**src/rtl/reg_cmd_ctrl_pkg.sv**
```systemverilog
// Shared definitions for the UART register command controller.
// Holds the FSM state encoding and the default write/read opcodes.
package reg_cmd_ctrl_pkg;

  // State encodings, kept as named constants so other blocks can decode them.
  localparam logic [2:0] ST_IDLE_ENC    = 3'd0;
  localparam logic [2:0] ST_WR_ADDR_ENC = 3'd1;
  localparam logic [2:0] ST_WR_DATA_ENC = 3'd2;
  localparam logic [2:0] ST_RD_ADDR_ENC = 3'd3;
  localparam logic [2:0] ST_RD_WAIT_ENC = 3'd4;
  localparam logic [2:0] ST_TX_SEND_ENC = 3'd5;

  typedef enum logic [2:0] {
    ST_IDLE    = ST_IDLE_ENC,
    ST_WR_ADDR = ST_WR_ADDR_ENC,
    ST_WR_DATA = ST_WR_DATA_ENC,
    ST_RD_ADDR = ST_RD_ADDR_ENC,
    ST_RD_WAIT = ST_RD_WAIT_ENC,
    ST_TX_SEND = ST_TX_SEND_ENC
  } state_t;

  // Default command opcodes.
  localparam logic [7:0] WR_CMD_DEF = 8'hAA;
  localparam logic [7:0] RD_CMD_DEF = 8'hBB;

endpackage : reg_cmd_ctrl_pkg

```
**src/rtl/reg_cmd_ctrl.sv**
```systemverilog
// Byte-oriented register command controller.
// Decodes frames from a UART receiver:
//   write: WR_CMD, addr, data   -> one-cycle o_WrEn with o_Address/o_WrData
//   read : RD_CMD, addr         -> one-cycle o_RdEn, capture i_RdData,
//                                  then send it as one o_TX_Valid strobe
// Ports:
//   i_CLK, i_RST (async, active low)
//   i_RX_Data/i_RX_Valid         received byte and strobe
//   o_WrEn/o_RdEn/o_Address/o_WrData, i_RdData/i_RdData_Valid  register file
//   o_TX_Data/o_TX_Valid/i_TX_Busy                              transmitter
//   o_Busy                       high whenever the FSM is not idle
module reg_cmd_ctrl
  import reg_cmd_ctrl_pkg::*;
#(
  parameter int                    DATA_WIDTH = 8,
  parameter int                    ADDR_WIDTH = 4,
  parameter logic [DATA_WIDTH-1:0] WR_CMD     = WR_CMD_DEF,
  parameter logic [DATA_WIDTH-1:0] RD_CMD     = RD_CMD_DEF,
  parameter int                    RD_TIMEOUT = 4
) (
  input  logic                  i_CLK,
  input  logic                  i_RST,
  input  logic [DATA_WIDTH-1:0] i_RX_Data,
  input  logic                  i_RX_Valid,
  output logic                  o_WrEn,
  output logic                  o_RdEn,
  output logic [ADDR_WIDTH-1:0] o_Address,
  output logic [DATA_WIDTH-1:0] o_WrData,
  input  logic [DATA_WIDTH-1:0] i_RdData,
  input  logic                  i_RdData_Valid,
  output logic [DATA_WIDTH-1:0] o_TX_Data,
  output logic                  o_TX_Valid,
  input  logic                  i_TX_Busy,
  output logic                  o_Busy
);

  // Wide enough to count up to RD_TIMEOUT.
  localparam int TW = $clog2(RD_TIMEOUT + 1);
  localparam logic [TW-1:0] TMR_LAST = TW'(RD_TIMEOUT - 1);

  state_t                state_q;
  logic                  wr_en_q;
  logic                  rd_en_q;
  logic                  tx_valid_q;
  logic [ADDR_WIDTH-1:0] addr_q;
  logic [DATA_WIDTH-1:0] wr_data_q;
  logic [DATA_WIDTH-1:0] tx_data_q;
  logic [DATA_WIDTH-1:0] hold_q;
  logic [TW-1:0]         tmr_q;

  // Command FSM together with all of its registered datapath outputs.
  always_ff @(posedge i_CLK or negedge i_RST) begin
    if (!i_RST) begin
      state_q    <= ST_IDLE;
      wr_en_q    <= 1'b0;
      rd_en_q    <= 1'b0;
      tx_valid_q <= 1'b0;
      addr_q     <= '0;
      wr_data_q  <= '0;
      tx_data_q  <= '0;
      hold_q     <= '0;
      tmr_q      <= '0;
    end else begin
      // Strobes are single-cycle unless re-asserted below.
      wr_en_q    <= 1'b0;
      rd_en_q    <= 1'b0;
      tx_valid_q <= 1'b0;
      case (state_q)
        ST_IDLE: begin
          if (i_RX_Valid) begin
            if (i_RX_Data == WR_CMD) begin
              state_q <= ST_WR_ADDR;
            end else if (i_RX_Data == RD_CMD) begin
              state_q <= ST_RD_ADDR;
            end else begin
              state_q <= ST_IDLE;
            end
          end
        end
        ST_WR_ADDR: begin
          // Upper address bits of the byte are ignored.
          if (i_RX_Valid) begin
            addr_q  <= i_RX_Data[ADDR_WIDTH-1:0];
            state_q <= ST_WR_DATA;
          end
        end
        ST_WR_DATA: begin
          if (i_RX_Valid) begin
            wr_data_q <= i_RX_Data;
            wr_en_q   <= 1'b1;
            state_q   <= ST_IDLE;
          end
        end
        ST_RD_ADDR: begin
          if (i_RX_Valid) begin
            addr_q  <= i_RX_Data[ADDR_WIDTH-1:0];
            rd_en_q <= 1'b1;
            tmr_q   <= '0;
            state_q <= ST_RD_WAIT;
          end
        end
        ST_RD_WAIT: begin
          // RX strobes are ignored here; a missing response aborts the read.
          if (i_RdData_Valid) begin
            hold_q  <= i_RdData;
            state_q <= ST_TX_SEND;
          end else if (tmr_q == TMR_LAST) begin
            state_q <= ST_IDLE;
          end else begin
            tmr_q <= tmr_q + TW'(1);
          end
        end
        ST_TX_SEND: begin
          // Wait as long as the transmitter is busy; hold_q keeps the data.
          if (!i_TX_Busy) begin
            tx_data_q  <= hold_q;
            tx_valid_q <= 1'b1;
            state_q    <= ST_IDLE;
          end
        end
        default: begin
          state_q <= ST_IDLE;
        end
      endcase
    end
  end

  assign o_WrEn     = wr_en_q;
  assign o_RdEn     = rd_en_q;
  assign o_TX_Valid = tx_valid_q;
  assign o_Address  = addr_q;
  assign o_WrData   = wr_data_q;
  assign o_TX_Data  = tx_data_q;
  assign o_Busy     = (state_q != ST_IDLE);

endmodule : reg_cmd_ctrl
```
**config.mk**
```make
export PLATFORM = sky130hd
export DESIGN_NAME = reg_cmd_ctrl
export DESIGN_NICKNAME = d
export VERILOG_FILES = /design/src/rtl/reg_cmd_ctrl_pkg.sv /design/src/rtl/reg_cmd_ctrl.sv
export SDC_FILE = /design/constraint.sdc
export NUM_CORES = 1
export LEC_CHECK = 0
export ABC_AREA = 1
export BUFFER_PORTS_ARGS = -buffer_cell sky130_fd_sc_hd__buf_2
export CAP_MARGIN = 5
export CORE_UTILIZATION = 40
export DETAILED_ROUTE_END_ITERATION = 8
export PLACE_DENSITY = 0.66
export SLEW_MARGIN = 30
export SYNTH_ARGS = -nofsm -noshare
export SYNTH_HDL_FRONTEND = slang
export SYNTH_SLANG_ARGS = --single-unit
```
**constraint.sdc**
```tcl
create_clock -name i_CLK -period 1.2 [get_ports i_CLK]
set_input_delay 0.12 -clock i_CLK [delete_from_list [all_inputs] [get_ports i_CLK]]
set_output_delay 0.12 -clock i_CLK [all_outputs]
set_load 0.1 [all_outputs]
```
==> metrics.csv <==
stage,metric,value,unit
status,outcome,"complete, but fails checks",
status,failing checks,negative setup slack,
synth,Post-Syn Area,0.00167,mm²
clock_network,CTS tree,yes,
placement,Post-DP Area,0.00220,mm²
pwr,Seq pwr share,38.5,%
floorplanning,Die Wd,66.6,µm
final_layout,most frequent cells in the layout,"54 x nand2_1, 34 x dfrtp_1, 25 x buf_2",
hold_path,Hold/Removal Path Class,input port to flop,
final_layout,fin cells,310,
placement,placed cell count,291,
clock_network,TritonCTS Buffers,5,
routing,drt pass-1 iters,4,
synth,Yosys Warn Count,0,
synth,Seq cells post-synth,37,
sta,# setup viols final,15,
final_layout,nets,283,
flow_run,Max-Cap Viols,0,
placement,Final HPWL DP,2410,µm
synth,mean post-synth cell area,8.73,µm²
final_layout,register area,930,µm²
pwr,NetSw,1710,µW
final_layout,area of the multi-input gates,752,µm²
synth,"area leader, netlist",dfrtp_1,
final_layout,# diodes,0,
sta,fmax,737,MHz
routing,WL/cell,12.4,µm
pwr,clock power share,20.8,%
pwr,Power Density,1550,mW/mm²
critical_path,Crit Path Category,flop to flop,
floorplanning,Die Y,66.6,µm
sta,Final min period,1.36,ns
critical_path,Max Fanout on Critical Path,3,
routing,wl on met1,1680,µm
final_layout,Fill cells,305,
pwr,Sw Ratio,41.7,%
global_routing,total congestion overflow,0,
global_routing,vias in the first global route,1273,
clock_network,Sinks on Clock Net,37,
sta,Worst Hold Slack,0.0357,ns
pwr,peak supply drop,1030,µV
placement,gpl congestion,0.812,
sta,final hold viol count,0,
routing,Max Used Layer,met4,
critical_path,Worst EP arrival,1.52,ns
clock_network,worst skew pair latency,0.28,ns
sta,period utilisation layout,113,%
clock_network,clk buf depth,2,
critical_path,crit path launch type,flop,
sta,worst relative slew slack,67.6,%
sta,Slew @ Worst Pin,0.490,ns
routing,DRT iter0 DRCs,58,
floorplanning,num ports,45,
critical_path,endpoint type of the worst setup path,flop,
synth,share of the synthesized area in the top cell type,55.6,%
critical_path,Worst Path Required,1.36,ns
routing,vias per cell,4.67,
sta,clk_skew,0.00488,ns
final_layout,Layout Area Growth over Synthesis,58.9,%
pwr,internal power,2400,µW
placement,I/O Buffers,44,
synth,syn nets,214,
global_routing,first-pass GRT wire length,5400,µm
clock_network,H-tree level count,2,
floorplanning,Rows,23,
synth,synthesized instance count,191,
synth,"top cells by area, synth","dfrtp_1 56%, nand2_1 15%, inv_1 5.4%",
global_routing,largest net degree at the start of global routing,26,
clock_network,clk slew on worst S/H paths,0.07,ns
routing,metal3 WL,110,µm
final_layout,Final Cell Area,0.00265,mm²
synth,Netlist cell types,24,
routing,met2 wire length,1990,µm
routing,Final ANT Viol Nets,0,
pwr,Lkg Pwr,0.00139,µW
floorplanning,core footprint,0.00400,mm²
final_layout,layout cell share with drive strength beyond 1,48.1,%
routing,Detailed Route WL,3830,µm
routing,via count,1447,
clock_network,root buf cell,clkbuf_8,
global_routing,initial antenna violation count,0,
sta,Pins Over Slew Limit,0,
routing,# DRC,0,
pwr,combinational power share,40.7,%
floorplanning,initial core utilization,41.7,%
synth,sequential-to-total area share from yosys stat,55.6,%
global_routing,total track usage,16.3,%
floorplanning,die area,0.00443,mm²
final_layout,"commonest non-fill, non-tap cell in the layout",nand2_1,
sta,RSZ-0062 raised after global routing,true,
sta,final worst slack,-0.157,ns
## routing by layer
metal	GRT usage, %	vias up
met5	0	-
li1	-	730
met1	20.8	684
met4	4.79	0
met3	4.79	6
met2	26.5	27
## cell type report
class	count	area share (%)
Timing Repair Buffer	67	26.3
Sequential cell	37	35.1
Multi-Input combinational cell	122	28.4
Clock buffer	7	3.26
Inverter	27	4.58
Tap cell	50	2.36
## critical path: stages, from the launching register on
cell,delay [ns]
dfrtp_1,0.40
ha_2,0.19
ha_4,0.16
inv_4,0.05
nand2_1,0.06
nor2_2,0.12
nor2_2,0.07
o21ai_1,0.10
nand2_1,0.08
## logic make-up after synthesis
| group | share of synthesized area (%) |
|---|---|
| and+or+nand+nor | 26.3 |
| adders and majority gates | 1.50 |
| DFF | 55.6 |
| buffers and inverters | 8.71 |
| AOI/OAI and AO/OA | 7.96 |
## flip-flops by register name (all words and copies together), names as in the netlist
name and flops:
hold_q 8, o_Address 4, o_TX_Data 8, state_q 3
o_TX_Valid 1, o_RdEn 1, tmr_q 3, o_WrData 8
o_WrEn 1
## metrics by stage
stage / setup TNS [ns] / worst slack [ns] / utilization [%] / total power (µW)
after floorplan: -0.0636 / -0.0266 / - / 2680
after CTS: -0.797 / -0.0831 / 58.4 / 4060
after detailed placement: -0.433 / -0.108 / 55.0 / 3180
final: -1.42 / -0.157 / 66.2 / 4110
after global placement: -0.300 / -0.0763 / 55.0 / 3160
after global routing: -2.41 / -0.233 / 66.2 / 4300
## synth_stat cells
| library cell | instances |
|---|---|
| buf_2 | 2 |
| buf_4 | 1 |
| buf_6 | 1 |
| buf_8 | 1 |
| dfrtp_1 | 37 |
| ha_1 | 2 |
| inv_1 | 24 |
| inv_2 | 3 |
| nand2_1 | 67 |
| nand2_2 | 5 |
| nand3_1 | 4 |
| nand3_2 | 1 |
| nand4_1 | 2 |
| nand4_2 | 2 |
| nor2_1 | 7 |
| nor2_2 | 1 |
| nor2_4 | 1 |
| nor2_8 | 1 |
| nor3_1 | 1 |
| o21ai_0 | 9 |
| o21ai_1 | 14 |
| o21ai_2 | 2 |
| or2_1 | 2 |
| or2_2 | 1 |
## worst paths after layout
kind / start / to / slack [ns] / depth (start not counted)
worst max-delay path: tmr_q[1] / state_q[2] / -0.16 / 8
worst min-delay path: i_RdData[0] / hold_q[0] / 0.04 / 3
worst max register to register: tmr_q[1] / state_q[2] / -0.16 / 8
worst min register to register: o_WrData[5] / o_WrData[5] / 0.48 / 2
max in group asynchronous: i_RST / state_q[1] / 0.48 / 3
min in group asynchronous: i_RST / tmr_q[0] / 0.26 / 2
## power groups by stage
| stage | combinational (µW) | clock [µW] | sequential (µW) |
|---|---|---|---|
| after global placement | 1560 | 0 | 1600 |
| final | 1670 | 855 | 1580 |
| after detailed placement | 1580 | 0 | 1600 |
| after floorplan | 234 | 0 | 2440 |
| after global routing | 1760 | 935 | 1610 |
| after CTS | 1590 | 895 | 1580 |
## timing repair
item,in CTS,in global routing
pin swaps,5,9
gates cloned,0,3
resized for setup,7,59
setup buffers,4,4
hold buffers,1,0
hold endpoints to repair,12,0
setup endpoints to repair,13,41
Power figures use the tool's default switching activity.
